`config.mk`:
```
export PLATFORM = sky130hd
export DESIGN_NAME = sfx_scheduler
export DESIGN_NICKNAME = d
export VERILOG_FILES = /design/src/rtl/sfx_pkg.sv /design/src/rtl/sfx_prio_enc.sv /design/src/rtl/sfx_scheduler.sv
export SDC_FILE = /design/constraint.sdc
export NUM_CORES = 1
export LEC_CHECK = 0
export BUFFER_PORTS_ARGS = -buffer_cell sky130_fd_sc_hd__buf_2
export CORE_MARGIN = 2
export CORE_UTILIZATION = 50
export CTS_CLUSTER_DIAMETER = 120
export DETAILED_ROUTE_END_ITERATION = 6
export GPL_ROUTABILITY_DRIVEN = 0
export PLACE_DENSITY = 0.77
export SYNTH_ARGS = -nofsm -noshare
export SYNTH_HDL_FRONTEND = slang
export SYNTH_SLANG_ARGS = --single-unit
export TNS_END_PERCENT = 5
```
`constraint.sdc`:
```
create_clock -name clk -period 2.79 [get_ports clk]
set_input_delay 0.279 -clock clk [delete_from_list [all_inputs] [get_ports clk]]
set_output_delay 0.279 -clock clk [all_outputs]
set_load 0.02 [all_outputs]
```
`src/rtl/sfx_pkg.sv`:
```
// sfx_pkg: effect IDs, channel masks, durations and FSM states for the sound-effect scheduler
package sfx_pkg;
    localparam int ID_BITS = 2;
    localparam logic [ID_BITS-1:0] ID_BOOM  = 2'd0;
    localparam logic [ID_BITS-1:0] ID_BLIP  = 2'd1;
    localparam logic [ID_BITS-1:0] ID_ZAP   = 2'd2;
    localparam logic [ID_BITS-1:0] ID_HIT   = 2'd3;
    localparam logic [3:0][2:0] CH_MASK = {3'b100, 3'b011, 3'b010, 3'b101};
    localparam logic [3:0][5:0] DUR_TAB = {6'd4, 6'd12, 6'd8, 6'd24};
    typedef enum logic [1:0] {ST_IDLE, ST_PLAY, ST_GAP} state_t;
endpackage

```
`src/rtl/sfx_prio_enc.sv`:
```
// sfx_prio_enc: lowest-index-first priority encoder with one-hot grant
module sfx_prio_enc #(
    parameter int N = 4,
    parameter int W = 2
) (
    input  logic [N-1:0] req,
    output logic         valid,
    output logic [W-1:0] idx,
    output logic [N-1:0] onehot
);
    assign valid  = |req;
    assign onehot = req & (~req + N'(1));
    // scan downward so the lowest set index is the last to write
    always_comb begin
        idx = '0;
        for (int i = N - 1; i >= 0; i--) idx = req[i] ? W'(i) : idx;
    end
endmodule

```
`src/rtl/sfx_scheduler.sv`:
```
// sfx_scheduler: fixed-priority sound-effect scheduler driving APU trigger levels per video frame
module sfx_scheduler
    import sfx_pkg::*;
#(
    parameter int NUM_REQ  = 4,
    parameter int DUR_BITS = 6
) (
    input  logic               clk,
    input  logic               reset_n,
    input  logic [9:0]         x,
    input  logic [9:0]         y,
    input  logic [NUM_REQ-1:0] req,
    output logic               saw_trigger,
    output logic               square_trigger,
    output logic               noise_trigger,
    output logic               busy,
    output logic [1:0]         active_id
);
    state_t               state_q, state_d;
    logic [NUM_REQ-1:0]   pend_q, pend_d, grant, act_mask, p_onehot;
    logic [DUR_BITS-1:0]  remain_q, remain_d;
    logic [ID_BITS-1:0]   active_id_q, active_id_d, p_idx;
    logic [2:0]           trig_q, trig_d;
    logic                 busy_q, busy_d, p_valid, frame_tick;

    assign frame_tick = (x == '0) && (y == '0);
    assign act_mask   = (state_q == ST_PLAY) ? (NUM_REQ'(1) << active_id_q) : '0;

    sfx_prio_enc #(.N(NUM_REQ), .W(ID_BITS)) u_enc (
        .req    (pend_q),
        .valid  (p_valid),
        .idx    (p_idx),
        .onehot (p_onehot)
    );

    // next-state: grant from IDLE, preempt/retrigger/expire in PLAY, one silent frame in GAP
    always_comb begin
        grant       = '0;
        state_d     = state_q;
        active_id_d = active_id_q;
        remain_d    = remain_q;
        case (state_q)
            ST_IDLE: if (p_valid) begin
                grant       = p_onehot;
                active_id_d = p_idx;
                remain_d    = DUR_BITS'(DUR_TAB[p_idx]);
                state_d     = ST_PLAY;
            end
            ST_PLAY: if (frame_tick && p_valid && (p_idx < active_id_q)) begin
                grant       = p_onehot;
                active_id_d = p_idx;
                remain_d    = DUR_BITS'(DUR_TAB[p_idx]);
            end else if (req[active_id_q]) begin
                remain_d = DUR_BITS'(DUR_TAB[active_id_q]);
            end else if (frame_tick) begin
                remain_d = remain_q - DUR_BITS'(remain_q != '0);
                state_d  = (remain_q <= DUR_BITS'(1)) ? ST_GAP : ST_PLAY;
            end
            ST_GAP: state_d = frame_tick ? ST_IDLE : ST_GAP;
            default: state_d = ST_IDLE;
        endcase
        pend_d = (pend_q | (req & ~act_mask)) & ~grant;
        trig_d = (state_d == ST_PLAY) ? CH_MASK[active_id_d] : 3'b000;
        busy_d = state_d != ST_IDLE;
    end

    // state and output registers; outputs are registered from next-state so they track the FSM
    always_ff @(posedge clk or negedge reset_n) begin
        if (!reset_n) begin
            state_q     <= ST_IDLE;
            pend_q      <= '0;
            remain_q    <= '0;
            active_id_q <= '0;
            trig_q      <= '0;
            busy_q      <= 1'b0;
        end else begin
            state_q     <= state_d;
            pend_q      <= pend_d;
            remain_q    <= remain_d;
            active_id_q <= active_id_d;
            trig_q      <= trig_d;
            busy_q      <= busy_d;
        end
    end

    assign saw_trigger    = trig_q[0];
    assign square_trigger = trig_q[1];
    assign noise_trigger  = trig_q[2];
    assign busy           = busy_q;
    assign active_id      = active_id_q;
endmodule

```
[Word level (Yosys, flattened, before mapping)]
Cells that the tools add are included.
Operators by class
  bitwise operators: 7
  equality and inequality tests: 5
  reduce and logical (&&, ||, !) cells: 11
  magnitude comparators: 5
  shift operators: 1
  muxes and demuxes: 32
  add/sub/neg operators: 2
Operator list (count)
  $mux W6: 6
  $bmux W6 S2: 2
  $mux W2: 12
  $logic_not A10 Y1: 2
  $and A4 B4 Y4: 3
  $mux W4: 3
  $not A4 Y4: 3
  $pmux W6 S2: 1
  $lt A2 B3 Y1 const B: 3
  $pmux W4 S2: 1
  $bmux W3 S2: 1
  $le A6 B1 Y1 const B: 1
  $mux W3: 2
  $pmux W2 S3: 1
  $reduce_bool A6 Y1: 1
  $sub A6 B1 Y6: 1
  $add A4 B1 Y4 const B: 1
  $eq A2 B1 Y1 const B: 2
  $ne A4 B2 Y1 const B: 1
  $or A4 B4 Y4: 1
  $pmux W2 S2: 1
  $reduce_bool A2 Y1: 2
  $reduce_or A4 Y1: 1
  $shl A1 B2 Y4 const A: 1
  8 further kinds: 10
Word-level totals
  logic and storage cells: 69
  input bits: 26
  flip-flop bits (word level): 18
  output and inout bits: 6

[Logic depth before layout (Yosys ltp)]
  depth after elaboration: 11
  gate-level depth with buffers: 11
  gate-level depth less buffers: 11

[Cells and area by module]
A second synthesis with hierarchy kept.
Second synthesis, totals
  cells, all modules: 128
  area total of the unflattened synthesis: 1174.9 um2
Modules (own cells, without submodules)
  sfx_scheduler: area an instance 1116.1 um2, seq. area each 450.4 um2, cells an instance 118, instances 1
  sfx_prio_enc: area an instance 58.8 um2, seq. area each 0.0 um2, cells an instance 10, instances 1

[Worst setup path after synthesis]
OpenSTA, ideal clock, no wires.
  path kind: register -> register
  start point: register pend_q[1]
  end point: register trig_q[2]
  data required time: 2.671 ns
  clock period less this slack: 2.556 ns
  library setup time: 0.119 ns
  arrival: 2.437 ns
  stages on the path, launching flop included: 11
  slack: 0.234 ns
  path buffers: 1
  cells stage by stage: dfrtp_1 > clkbuf_1 > nor3_1 > ha_1 > a21bo_2 > a31o_1 > nand4_1 > a21o_1 > a221o_1 > ha_1 > and2_1
On the way
  longest elaborated chain between the ends: 9
  elaborated cells between the ends (all ways): 16
  classes of those cells: order compare (1); eq/ne (1); mux (11); reduce/logical (3)
Ends and longest elaborated chain
  start: declaration: RTL line sfx_scheduler.sv:20  | logic [NUM_REQ-1:0] pend_q, pend_d, grant, act_mask, p_onehot;
  start signal: assignment: RTL line sfx_scheduler.sv:78  | pend_q <= pend_d;
  $mux W2 (2 in series): RTL line sfx_prio_enc.sv:16  | for (int i = N - 1; i >= 0; i--) idx = req[i] ? W'(i) : idx;
  $lt A2 B2 Y1: RTL line sfx_scheduler.sv:49  | ST_PLAY: if (frame_tick && p_valid && (p_idx < active_id_q)) begin
  $logic_and A1 B1 Y1: RTL line sfx_scheduler.sv:49
  $mux W2: RTL line sfx_scheduler.sv:49
  $pmux W2 S2 (*): RTL line sfx_scheduler.sv:42  | case (state_q)
  named net active_id_d[1]: RTL line sfx_scheduler.sv:22  | logic [ID_BITS-1:0] active_id_q, active_id_d, p_idx;
  $bmux W3 S2 (*): RTL line sfx_scheduler.sv:63  | trig_d = (state_d == ST_PLAY) ? CH_MASK[active_id_d] : 3'b000;
  $mux W3 (not written as such) (*): RTL line sfx_scheduler.sv:63
  $mux W3 (*): RTL line sfx_scheduler.sv:63
  named net trig_d[2]: RTL line sfx_scheduler.sv:23  | logic [2:0] trig_q, trig_d;
  end signal: assignment: RTL line sfx_scheduler.sv:81  | trig_q <= trig_d;
  end: declaration: RTL line sfx_scheduler.sv:23
The timed path passes the listed nets; every way through them passes the cells marked *. The select of a mux whose other input is x is not followed.
A chain may end at the register's enable or synchronous reset.

[Worst setup path in the final report]
  start point: register pend_q[3]
  end point: register trig_q[2]
On the way
  longest elaborated chain between the ends: 11
  elaborated cells between the ends (all ways): 18
  classes of those cells: order compare (1); eq/ne (1); mux (13); reduce/logical (3)
Ends and longest elaborated chain (RTL line)
  $mux W2 (4 in series): sfx_prio_enc.sv:16
  $lt A2 B2 Y1: sfx_scheduler.sv:49
  $logic_and A1 B1 Y1: sfx_scheduler.sv:49
  $mux W2: sfx_scheduler.sv:49
  $pmux W2 S2 (*): sfx_scheduler.sv:42
  named net active_id_d[1]: sfx_scheduler.sv:22
  $bmux W3 S2 (*): sfx_scheduler.sv:63
  $mux W3 (not written as such) (*): sfx_scheduler.sv:63
  $mux W3 (*): sfx_scheduler.sv:63
  named net trig_d[2]: sfx_scheduler.sv:23
Marks and branches as above.

==> metrics <==
Antenna Violating Nets Remaining 0; Area Overhead vs Synth 21.2%; Die Wd 52.6 um; largest area contributor in the netlist dfrtp_1; Worst-Margin Slew 0.565 ns; CP Launch Point pend_q[3]$_DFF_PN0_; clock sinks 18; syn avg cell area 9.00 um^2; Post-Syn Nets 162; Root Driver clkbuf_4; Comb power frac 0.317; min cycle time layout 2.59 ns; Int Pwr 473 uW; drt total wl 2880 um; cell area after synthesis 1180 um^2; maximum fanout along the worst path 4; hpwl dp 2240 um; Yosys reg bits 18; Vias/cell 5.70; Starting DRT DRC Count 27; Synth cell types 46; Initial Utilization 0.533; setup bufs post-CTS 0; worst r2r src pend_q[3]$_DFF_PN0_; TritonCTS clock tree done; skew final 0.00149 ns; Core ar. 2210 um^2; Avg WL per Cell 14.8 um; P_leak 0.649 nW; Setup violations, final 0; Max Cap Viol 0; drt first pass iters 4; Tot GR Track Use 0.242; Synth area leaders dfrtp_1 38%, ha_1 5.3%, nor2_1 4.5%; nets 198; IO Pins 32; post-synthesis sequential area ratio 0.382; worst setup path category flip-flop to flip-flop; R2R setup slack 0.20 ns; Ys Warns 0; antenna cell count 0; die height 52.6 um; full die area 2760 um^2; global-route wire length before repair 4780 um; Final Max Tran Viols 0; max_slew headroom 0.620; post-route cell area 1430 um^2; WP data arrival 2.79 ns; Sw Ratio 0.331; crit path launch type flip-flop; DRC violations left 0; cells on worst reg2reg path 10; CP Capture Point trig_q[2]$_DFF_PN0_; Hold Crit Class input port to flip-flop; RSZ-0062 raised after global routing false; via count 1105; largest net degree at the start of global routing 19; Sw Pwr 234 uW; vias in the first global route 1056; TritonCTS buffer count 3; initial antenna violation count 0; row count 17; share of cells above drive strength 1 0.277; Pwr Density 494 nW/um^2; clk buf depth 2; Max IR drop VDD 0.355 mV; sequential power share 0.449; fillcell total 204; Tcrit/Tclk final 0.929; Crit. End Element flip-flop; Clock power frac 0.234; synthesized instance count 131; Worst EP required 2.99 ns; PortBufs 31; clk slew on worst S/H paths 0.11 ns; gr ovfl total 0; Placed Area 1380 um^2; Fin. Hold Viols 0; maximum achievable frequency 0.386 GHz; Hold Worst Slack 0.282 ns; worst skew pair latency 0.30 ns; Setup Total Neg Slack 0 ns; reg-to-reg endpoint trig_q[2]$_DFF_PN0_; top cell type's share of synthesized area 0.382; status finished clean; htree depth 1
-- power groups by stage --
stage | sequential [mW] | combinational (mW) | clock [mW]
6_report | 0.317 | 0.224 | 0.165
4_1_cts | 0.318 | 0.227 | 0.168
5_1_grt | 0.321 | 0.253 | 0.181
3_3_place_gp | 0.320 | 0.219 | 0
3_5_place_dp | 0.323 | 0.223 | 0
2_1_floorplan | 0.322 | 0.150 | 0
-- state kept, by name (all words and copies together), names as in the netlist --
signal / flops
remain_q: 6
pend_q: 4
state_q: 2
active_id: 2
trig_q: 3
busy: 1
-- cells by family (layout without fill, tap and decap cells) --
family          count (synthesis)  after routing  share of synthesized area
mux                             6              6                     0.0626
fa+ha+maj                       5              5                     0.0531
buf+inv                        14             49                     0.0467
simple gates                   49             49                      0.222
xor+xnor                        3              3                     0.0223
flops                          18             18                      0.382
compound gates                 36             36                      0.211
-- layout make-up --
type / count / area [um^2] / share of cell area
timing repair buffer: 36 / 195 / 0.137
sequential: 18 / 450 / 0.315
inverter: 9 / 33.8 / 0.0236
tap: 28 / 35.0 / 0.0245
clock buffer: 4 / 36.3 / 0.0254
multi-input combinational: 99 / 678 / 0.475
-- cells in the mapped netlist (all sizes together) --
| cell type | count |
|---|---|
| or4 | 2 |
| o21ai | 6 |
| mux2 | 1 |
| and3 | 1 |
| xnor2 | 1 |
| a21bo | 1 |
| inv | 9 |
| o311ai | 1 |
| mux2i | 4 |
| clkbuf | 2 |
| a31oi | 3 |
| xor2 | 2 |
| a21oi | 8 |
| or4b | 1 |
| nor3 | 3 |
| nand4 | 1 |
| a21o | 3 |
| nor3b | 2 |
| a22oi | 1 |
| and2 | 2 |
| ha | 5 |
| a31o | 1 |
| o221ai | 1 |
| a221o | 1 |
| nand2b | 2 |
| mux4 | 1 |
| o22a | 1 |
| or2 | 2 |
| a311oi | 1 |
| a221oi | 1 |
| nor4 | 6 |
| dfrtp | 18 |
| o2bb2ai | 2 |
| nor2 | 15 |
| buf | 3 |
| nand3 | 4 |
| or3 | 1 |
| a22o | 1 |
| o32ai | 1 |
| o22ai | 2 |
| nand2 | 7 |
| a41o | 1 |
-- critical path, cell delays in order (launching register included) --
cell	delay, ns
dfrtp_1	0.41
nor2_1	0.09
nor3_2	0.22
ha_1	0.27
a21bo_2	0.18
a31o_1	0.12
nand4_1	0.18
a21o_1	0.24
a221o_1	0.36
ha_1	0.28
and2_1	0.14
-- layout by cell type (no fill, tap or decap), types with 2 or more instances in the layout --
master	synthesis	final
buf_2	2	31
dfrtp_1	18	18
nor2_1	14	14
inv_1	9	9
a21oi_1	8	8
nand2_1	7	7
nor4_1	6	6
o21ai_0	6	6
ha_1	5	5
nand3_1	4	4
mux2i_1	4	4
buf_4	0	4
a21o_1	3	3
a31oi_1	3	3
clkbuf_4	0	3
nand2b_1	2	2
nor3_1	3	2
and2_1	2	2
o22ai_1	2	2
nor3b_1	2	2
xor2_1	2	2
o2bb2ai_1	2	2
-- worst min-delay path by stage --
stage,from,slack [ns],endpoint,depth (start not counted)
floorplan,reset_n,-0.02,active_id[0]$_DFF_PN0_,0
global placement,reset_n,0.23,remain_q[3]$_DFFE_PN0P_,1
detailed placement,reset_n,0.24,remain_q[3]$_DFFE_PN0P_,1
CTS,req[2],0.28,pend_q[2]$_DFF_PN0_,3
global route,req[2],0.29,pend_q[2]$_DFF_PN0_,3
finish,req[2],0.28,pend_q[2]$_DFF_PN0_,3
-- layer usage --
metal | global-route usage | share of wire
met4 | 0.0855 | 0.013
met5 | 0 | 0
met2 | 0.385 | 0.48
met1 | 0.330 | 0.47
met3 | 0.0429 | 0.036
-- timing repair --
| action | CTS | global route |
|---|---|---|
| endpoints found under the hold margin | 18 | 0 |
| hold buffers | 1 | 0 |
| endpoints found under the setup margin | 0 | 3 |
| resized for setup | 0 | 1 |
-- stage by stage --
stage               total power, mW  setup WS (ns)   util  cells
finish                        0.706          0.197  0.646    194
global route                  0.755         0.0234  0.646    194
CTS                           0.712         0.0856  0.644    194
detailed placement            0.546          0.124  0.623    189
global placement              0.538          0.206  0.623    189
floorplan                     0.472          0.234      -    131
Note: power is estimated with default switching activity, not from simulation.
